===== config.mk =====
export PLATFORM = sky130hd
export DESIGN_NAME = change_dispense_ctrl
export DESIGN_NICKNAME = d
export VERILOG_FILES = /design/src/rtl/change_dispense_ctrl.sv
export SDC_FILE = /design/constraint.sdc
export NUM_CORES = 1
export LEC_CHECK = 0
export ABC_AREA = 1
export BUFFER_PORTS_ARGS = -buffer_cell sky130_fd_sc_hd__buf_2
export CORE_MARGIN = 3
export CORE_UTILIZATION = 56
export CTS_BUF_LIST = sky130_fd_sc_hd__clkbuf_4
export CTS_CLUSTER_DIAMETER = 100
export CTS_CLUSTER_SIZE = 28
export DETAILED_ROUTE_END_ITERATION = 12
export GPL_ROUTABILITY_DRIVEN = 0
export PLACE_DENSITY = 0.83
export SYNTH_ARGS = -nofsm -noshare
export SYNTH_HDL_FRONTEND = slang
export SYNTH_SLANG_ARGS = --single-unit

===== constraint.sdc =====
create_clock -name clk -period 2.91 [get_ports clk]
set_clock_uncertainty 0.15 [all_clocks]
set_input_delay 0.582 -clock clk [delete_from_list [all_inputs] [get_ports clk]]
set_output_delay 0.582 -clock clk [all_outputs]
set_load 0.02 [all_outputs]

===== src/rtl/change_dispense_ctrl.sv =====
// Change dispense sequencer: converts a cent amount into single-coin eject
// commands, choosing coins greedily from the hoppers that can still supply.
//
// state  | meaning
// IDLE   | waiting for a change request, req_ready high
// SELECT | choose the next coin from remaining amount and hopper status
// ISSUE  | eject command pending until the ejector takes it
// DONE   | one-cycle completion pulse, short valid
module change_dispense_ctrl #(
  parameter int MAX_CENTS = 12775,
  parameter int CNT_W     = 9
) (
  input  logic             clk,
  input  logic             rst_n,
  input  logic             req_valid,
  output logic             req_ready,
  input  logic [31:0]      req_amount,
  input  logic [3:0]       hopper_empty,
  output logic             coin_valid,
  input  logic             coin_ready,
  output logic [1:0]       coin_type,
  output logic [CNT_W-1:0] quarters,
  output logic [CNT_W-1:0] dimes,
  output logic [CNT_W-1:0] nickels,
  output logic [CNT_W-1:0] pennies,
  output logic [31:0]      remaining,
  output logic             busy,
  output logic             done,
  output logic             short,
  output logic             err
);

  typedef enum logic [1:0] {
    ST_IDLE   = 2'd0,
    ST_SELECT = 2'd1,
    ST_ISSUE  = 2'd2,
    ST_DONE   = 2'd3
  } state_t;

  localparam logic [31:0]      MAX_AMT = 32'(MAX_CENTS);
  localparam logic [CNT_W-1:0] CNT_SAT = '1;

  state_t state, state_nxt;

  logic [CNT_W-1:0] cnt [4];
  logic [31:0]      rem;
  logic [1:0]       type_q;
  logic             short_q;
  logic             err_q;

  logic             accept;
  logic             reject;
  logic             start;
  logic             coin_fire;
  logic [3:0]       eligible;
  logic             pick_ok;
  logic [1:0]       pick_type;

  function automatic logic [31:0] coin_value(input logic [1:0] t);
    case (t)
      2'd0:    return 32'd25;
      2'd1:    return 32'd10;
      2'd2:    return 32'd5;
      default: return 32'd1;
    endcase
  endfunction

  // Index order is also value order, so the lowest eligible index is the
  // largest coin that fits.
  always_comb begin
    eligible  = '0;
    pick_type = 2'd3;
    for (int i = 0; i < 4; i++) begin
      eligible[i] = (coin_value(2'(i)) <= rem) && !hopper_empty[i] && (cnt[i] != CNT_SAT);
    end
    for (int i = 3; i >= 0; i--) begin
      if (eligible[i]) pick_type = 2'(i);
    end
    pick_ok = |eligible;
  end

  assign accept    = req_valid && (state == ST_IDLE);
  assign reject    = accept && (req_amount > MAX_AMT);
  assign start     = accept && !reject;
  assign coin_fire = (state == ST_ISSUE) && coin_ready;

  always_ff @(posedge clk or negedge rst_n) begin
    if (!rst_n) state <= ST_IDLE;
    else        state <= state_nxt;
  end

  always_comb begin
    state_nxt  = state;
    req_ready  = 1'b0;
    busy       = 1'b1;
    coin_valid = 1'b0;
    done       = 1'b0;
    case (state)
      ST_IDLE: begin
        req_ready = 1'b1;
        busy      = 1'b0;
        if (start) state_nxt = ST_SELECT;
      end
      ST_SELECT: begin
        if (rem != 32'd0 && pick_ok) state_nxt = ST_ISSUE;
        else                          state_nxt = ST_DONE;
      end
      ST_ISSUE: begin
        coin_valid = 1'b1;
        if (coin_ready) state_nxt = ST_SELECT;
      end
      ST_DONE: begin
        done      = 1'b1;
        state_nxt = ST_IDLE;
      end
      default: state_nxt = ST_IDLE;
    endcase
  end

  always_ff @(posedge clk or negedge rst_n) begin
    if (!rst_n) begin
      rem     <= '0;
      type_q  <= '0;
      short_q <= 1'b0;
      err_q   <= 1'b0;
      for (int i = 0; i < 4; i++) cnt[i] <= '0;
    end else begin
      err_q <= reject;
      if (start) begin
        rem     <= req_amount;
        short_q <= 1'b0;
        for (int i = 0; i < 4; i++) cnt[i] <= '0;
      end
      if (state == ST_SELECT && rem != 32'd0) begin
        if (pick_ok) type_q  <= pick_type;
        else         short_q <= 1'b1;
      end
      // value <= rem was guaranteed when type_q was chosen, so no underflow
      if (coin_fire) begin
        rem         <= rem - coin_value(type_q);
        cnt[type_q] <= cnt[type_q] + CNT_W'(1);
      end
    end
  end

  assign coin_type = type_q;
  assign quarters  = cnt[0];
  assign dimes     = cnt[1];
  assign nickels   = cnt[2];
  assign pennies   = cnt[3];
  assign remaining = rem;
  assign short     = short_q;
  assign err       = err_q;

endmodule


==> metrics.cfg <==
[sta]
final-setup-viol-count = 0
final.period_utilization_pct = 90.90
finalMaxSlewViolations = 0
hold_viol = 0
max_slew.worst_pin.slew_ns = 0.5029
setup_tns_ns = 0
max_slew_margin_pct = 66.47
grt_setup_unrepaired = false
fmaxAchievable_mhz = 378.0
finalWorstPathRequiredPeriod_ns = 2.645

[worst_setup_path]
r2r_cells = 12
cp_data_required_time_ns = 3.09
endpoint_kind = flop
worstPathArrival_ns = 2.82
critPathKind = reg2reg
crit_path_start_kind = flop
path_max_fanout = 7

[logic_synthesis]
yosysUniqueCellTypes = 39
netlist_instances = 696
yosys_warnings = 0
yosys_most_used_dff = sky130_fd_sc_hd__dfrtp_1
synth.cell_area_mm2 = 0.004768
seq_area_frac_synth_pct = 38.83
ys_async_rst_share_pct = 100.0
synth_seq_cells = 74
post_synth.cell_area_avg_um2 = 6.851
synth-edff-count = 0
post_synth_net_total = 743

[floorplan]
die-area_mm2 = 0.009658
io_pins = 116
core-area_mm2 = 0.008258
die_w_um = 98.28
start_util_pct = 57.74
die_height_um = 98.28
fp-row-count = 33

[power_and_ir_drop]
p_int_mw = 2.692
power.switching_mw = 2.797
power.switching_fraction_pct = 50.95
static-leakage-power_nw = 3.055
combinational_share_of_power_pct = 53.8
power.clock.fraction_pct = 15.5
total_power_mw = 5.489
max-vdd-ir-drop_mv = 0.5021
pwr-share-seq_pct = 30.7
powerDensity_mw_per_mm2 = 974.4

[clocking]
cts_num_sinks = 74
source_to_sink_clock_delay_at_the_later_pin_of_the_worst_skew_pair_ns = 0.44
cts_buffer_depth = 2
cts.reportedPaths.clkPinSlew_ns = 0.13
tritoncts = built
post_cts.resized_instances = 0
clock-root-buffer = sky130_fd_sc_hd__clkbuf_4
numCtsBuffers = 9
ctsHtreeMaxLevel = 3

[global_routing]
global_route_wire_length_before_repair_um = 23260
number_of_antenna_violations_at_the_first_check_in_global_routing = 0
grt_max_degree = 49
first_global_vias = 4847
grt_overflow = 0
track_usage_pct = 29.31

[outcome]
run_status = finished, final reports clean

[detailed_routing]
routed_wl_um = 14080
drtPass1Iterations = 5
route.detailed.drc = 0
detail_route.iter0.violations = 455
post_drt_wl_per_cell_um = 15.29
routed-via-count = 5159
ant_nets = 0
number_of_vias_per_cell = 5.602

[cells_and_area]
final_cells = 921
design_area_mm2 = 0.005633
fillCellCount = 718
num-nets-final = 858
n_antenna_cell = 0
final_layout_size_suffix_gt1_share_pct = 20.10
area.growth.synth_to_final_pct = 18.13

[placed_design]
place_hpwl_um = 10700
placed_cells = 904
port_buffers = 115
post_dp_cell_area_mm2 = 0.005433

[run]
drv.max_cap_violation_count = 0

[hold_path]
hold_depth = 3
hold_path_class = in2reg

-- sequential cells by signal (all words and copies together), names as in the netlist --
signal     flops
coin_type      2
nickels        9
pennies        9
short          1
dimes          9
err            1
quarters       9
remaining     32
state          2
-- layout make-up --
| class | count | area (µm²) | area share, % |
|---|---|---|---|
| Clock inverter | 6 | 115.1 | 2.044 |
| Timing Repair Buffer | 121 | 623.1 | 11.06 |
| Tap cell | 105 | 131.4 | 2.332 |
| Clock buffer | 10 | 75.07 | 1.333 |
| Inverter | 79 | 299.0 | 5.309 |
| Sequential cell | 74 | 1852 | 32.87 |
| Multi-Input combinational cell | 526 | 2537 | 45.05 |
-- Yosys cell counts (7+ instances only) --
cell type | count | area, µm²
sky130_fd_sc_hd__a21oi_1 | 11 | 55.05
sky130_fd_sc_hd__buf_2 | 10 | 50.05
sky130_fd_sc_hd__dfrtp_1 | 74 | 1852
sky130_fd_sc_hd__inv_1 | 73 | 274.0
sky130_fd_sc_hd__nand2_1 | 199 | 747.0
sky130_fd_sc_hd__nand3_1 | 94 | 470.5
sky130_fd_sc_hd__nand4_1 | 14 | 87.58
sky130_fd_sc_hd__nor2_1 | 85 | 319.1
sky130_fd_sc_hd__nor2_2 | 7 | 43.79
sky130_fd_sc_hd__nor3_1 | 8 | 40.04
sky130_fd_sc_hd__o21ai_0 | 37 | 185.2
sky130_fd_sc_hd__o21ai_1 | 12 | 60.06
sky130_fd_sc_hd__xor2_1 | 11 | 96.34
-- metal layers --
| layer | track usage [%] | part of all wire (%) | vias up |
|---|---|---|---|
| met2 | 48.01 | 48 | 233 |
| met5 | 0 | 0 | - |
| li1 | - | - | 2475 |
| met4 | 8.193 | 1.8 | 0 |
| met1 | 39.91 | 42 | 2427 |
| met3 | 5.643 | 8.0 | 24 |
-- metrics by stage --
step	hold WS [ns]	utilization (%)	setup slack, ns
floorplan	0.1364	-	0.5304
global route	0.2238	68.21	0.09620
finish	0.2201	68.21	0.2647
global placement	0.3338	65.79	0.4691
detailed placement	0.3371	65.79	0.3549
CTS	0.2103	68.21	0.3161
-- worst max-delay path, cell delays in order, from the launching register on --
cell and delay [ns]:
sky130_fd_sc_hd__dfrtp_1 0.50, sky130_fd_sc_hd__inv_2 0.10, sky130_fd_sc_hd__nand2_1 0.10, sky130_fd_sc_hd__ha_1 0.37
sky130_fd_sc_hd__a21oi_1 0.23, sky130_fd_sc_hd__a21boi_1 0.33, sky130_fd_sc_hd__nand2_1 0.15, sky130_fd_sc_hd__nor2_1 0.25
sky130_fd_sc_hd__nand3_1 0.12, sky130_fd_sc_hd__nand2_1 0.09, sky130_fd_sc_hd__nand2_1 0.05, sky130_fd_sc_hd__nand2_1 0.05
sky130_fd_sc_hd__nand2_1 0.06
-- cell families (layout without fill, tap and decap cells) --
family / Yosys count / in the layout / share of synthesized area, %
flops: 74 / 74 / 38.84
compound gates: 79 / 79 / 9.263
simple gates: 425 / 425 / 38.89
xor+xnor: 15 / 15 / 3.070
fa+ha+maj: 7 / 7 / 1.994
buf+inv: 96 / 216 / 7.951
-- path summary, 6_finish.rpt --
kind                       slack (ns)            end          from
max                              0.26  remaining[19]  coin_type[1]
min                              0.22            err     req_valid
max reg2reg                      0.26  remaining[19]  coin_type[1]
min reg2reg                      0.37          short         short
max in group asynchronous        1.39    quarters[0]         rst_n
min in group asynchronous        0.47  remaining[21]         rst_n
-- power by group through the flow --
stage	registers, mW	clock network (mW)	logic (mW)
floorplan	1.95	0	1.75
finish	1.69	0.849	2.95
detailed placement	1.70	0	2.90
global placement	1.69	0	2.82
global route	1.73	0.899	3.28
CTS	1.68	0.856	2.92
-- cell usage in the layout (no fill, tap or decap), types with 2 or more instances in the layout --
| cell type | n |
|---|---|
| sky130_fd_sc_hd__inv_1 | 73 |
| sky130_fd_sc_hd__and2_1 | 2 |
| sky130_fd_sc_hd__a21oi_1 | 11 |
| sky130_fd_sc_hd__buf_2 | 115 |
| sky130_fd_sc_hd__buf_4 | 5 |
| sky130_fd_sc_hd__bufinv_16 | 3 |
| sky130_fd_sc_hd__nor2_1 | 85 |
| sky130_fd_sc_hd__nand2_2 | 4 |
| sky130_fd_sc_hd__nor3_1 | 8 |
| sky130_fd_sc_hd__dfrtp_1 | 74 |
| sky130_fd_sc_hd__nand2_1 | 199 |
| sky130_fd_sc_hd__nand4_1 | 14 |
| sky130_fd_sc_hd__nor2_4 | 4 |
| sky130_fd_sc_hd__nor2_2 | 7 |
| sky130_fd_sc_hd__clkbuf_4 | 10 |
| sky130_fd_sc_hd__xnor2_1 | 2 |
| sky130_fd_sc_hd__xor2_1 | 11 |
| sky130_fd_sc_hd__o21ai_0 | 37 |
| sky130_fd_sc_hd__nand3b_1 | 3 |
| sky130_fd_sc_hd__clkinv_4 | 2 |
| sky130_fd_sc_hd__a22oi_1 | 2 |
| sky130_fd_sc_hd__o21bai_1 | 2 |
| sky130_fd_sc_hd__o211ai_1 | 5 |
| sky130_fd_sc_hd__ha_1 | 6 |
| sky130_fd_sc_hd__inv_2 | 5 |
| sky130_fd_sc_hd__o22ai_1 | 6 |
| sky130_fd_sc_hd__nand3_1 | 94 |
| sky130_fd_sc_hd__o21ai_1 | 12 |
-- what timing repair did --
| action | CTS | global route |
|---|---|---|
| hold endpoints to repair | 19 | 0 |
| hold buffers | 1 | 0 |
| buffers inserted | 0 | 0 |
(Power assumes the default switching activity.)
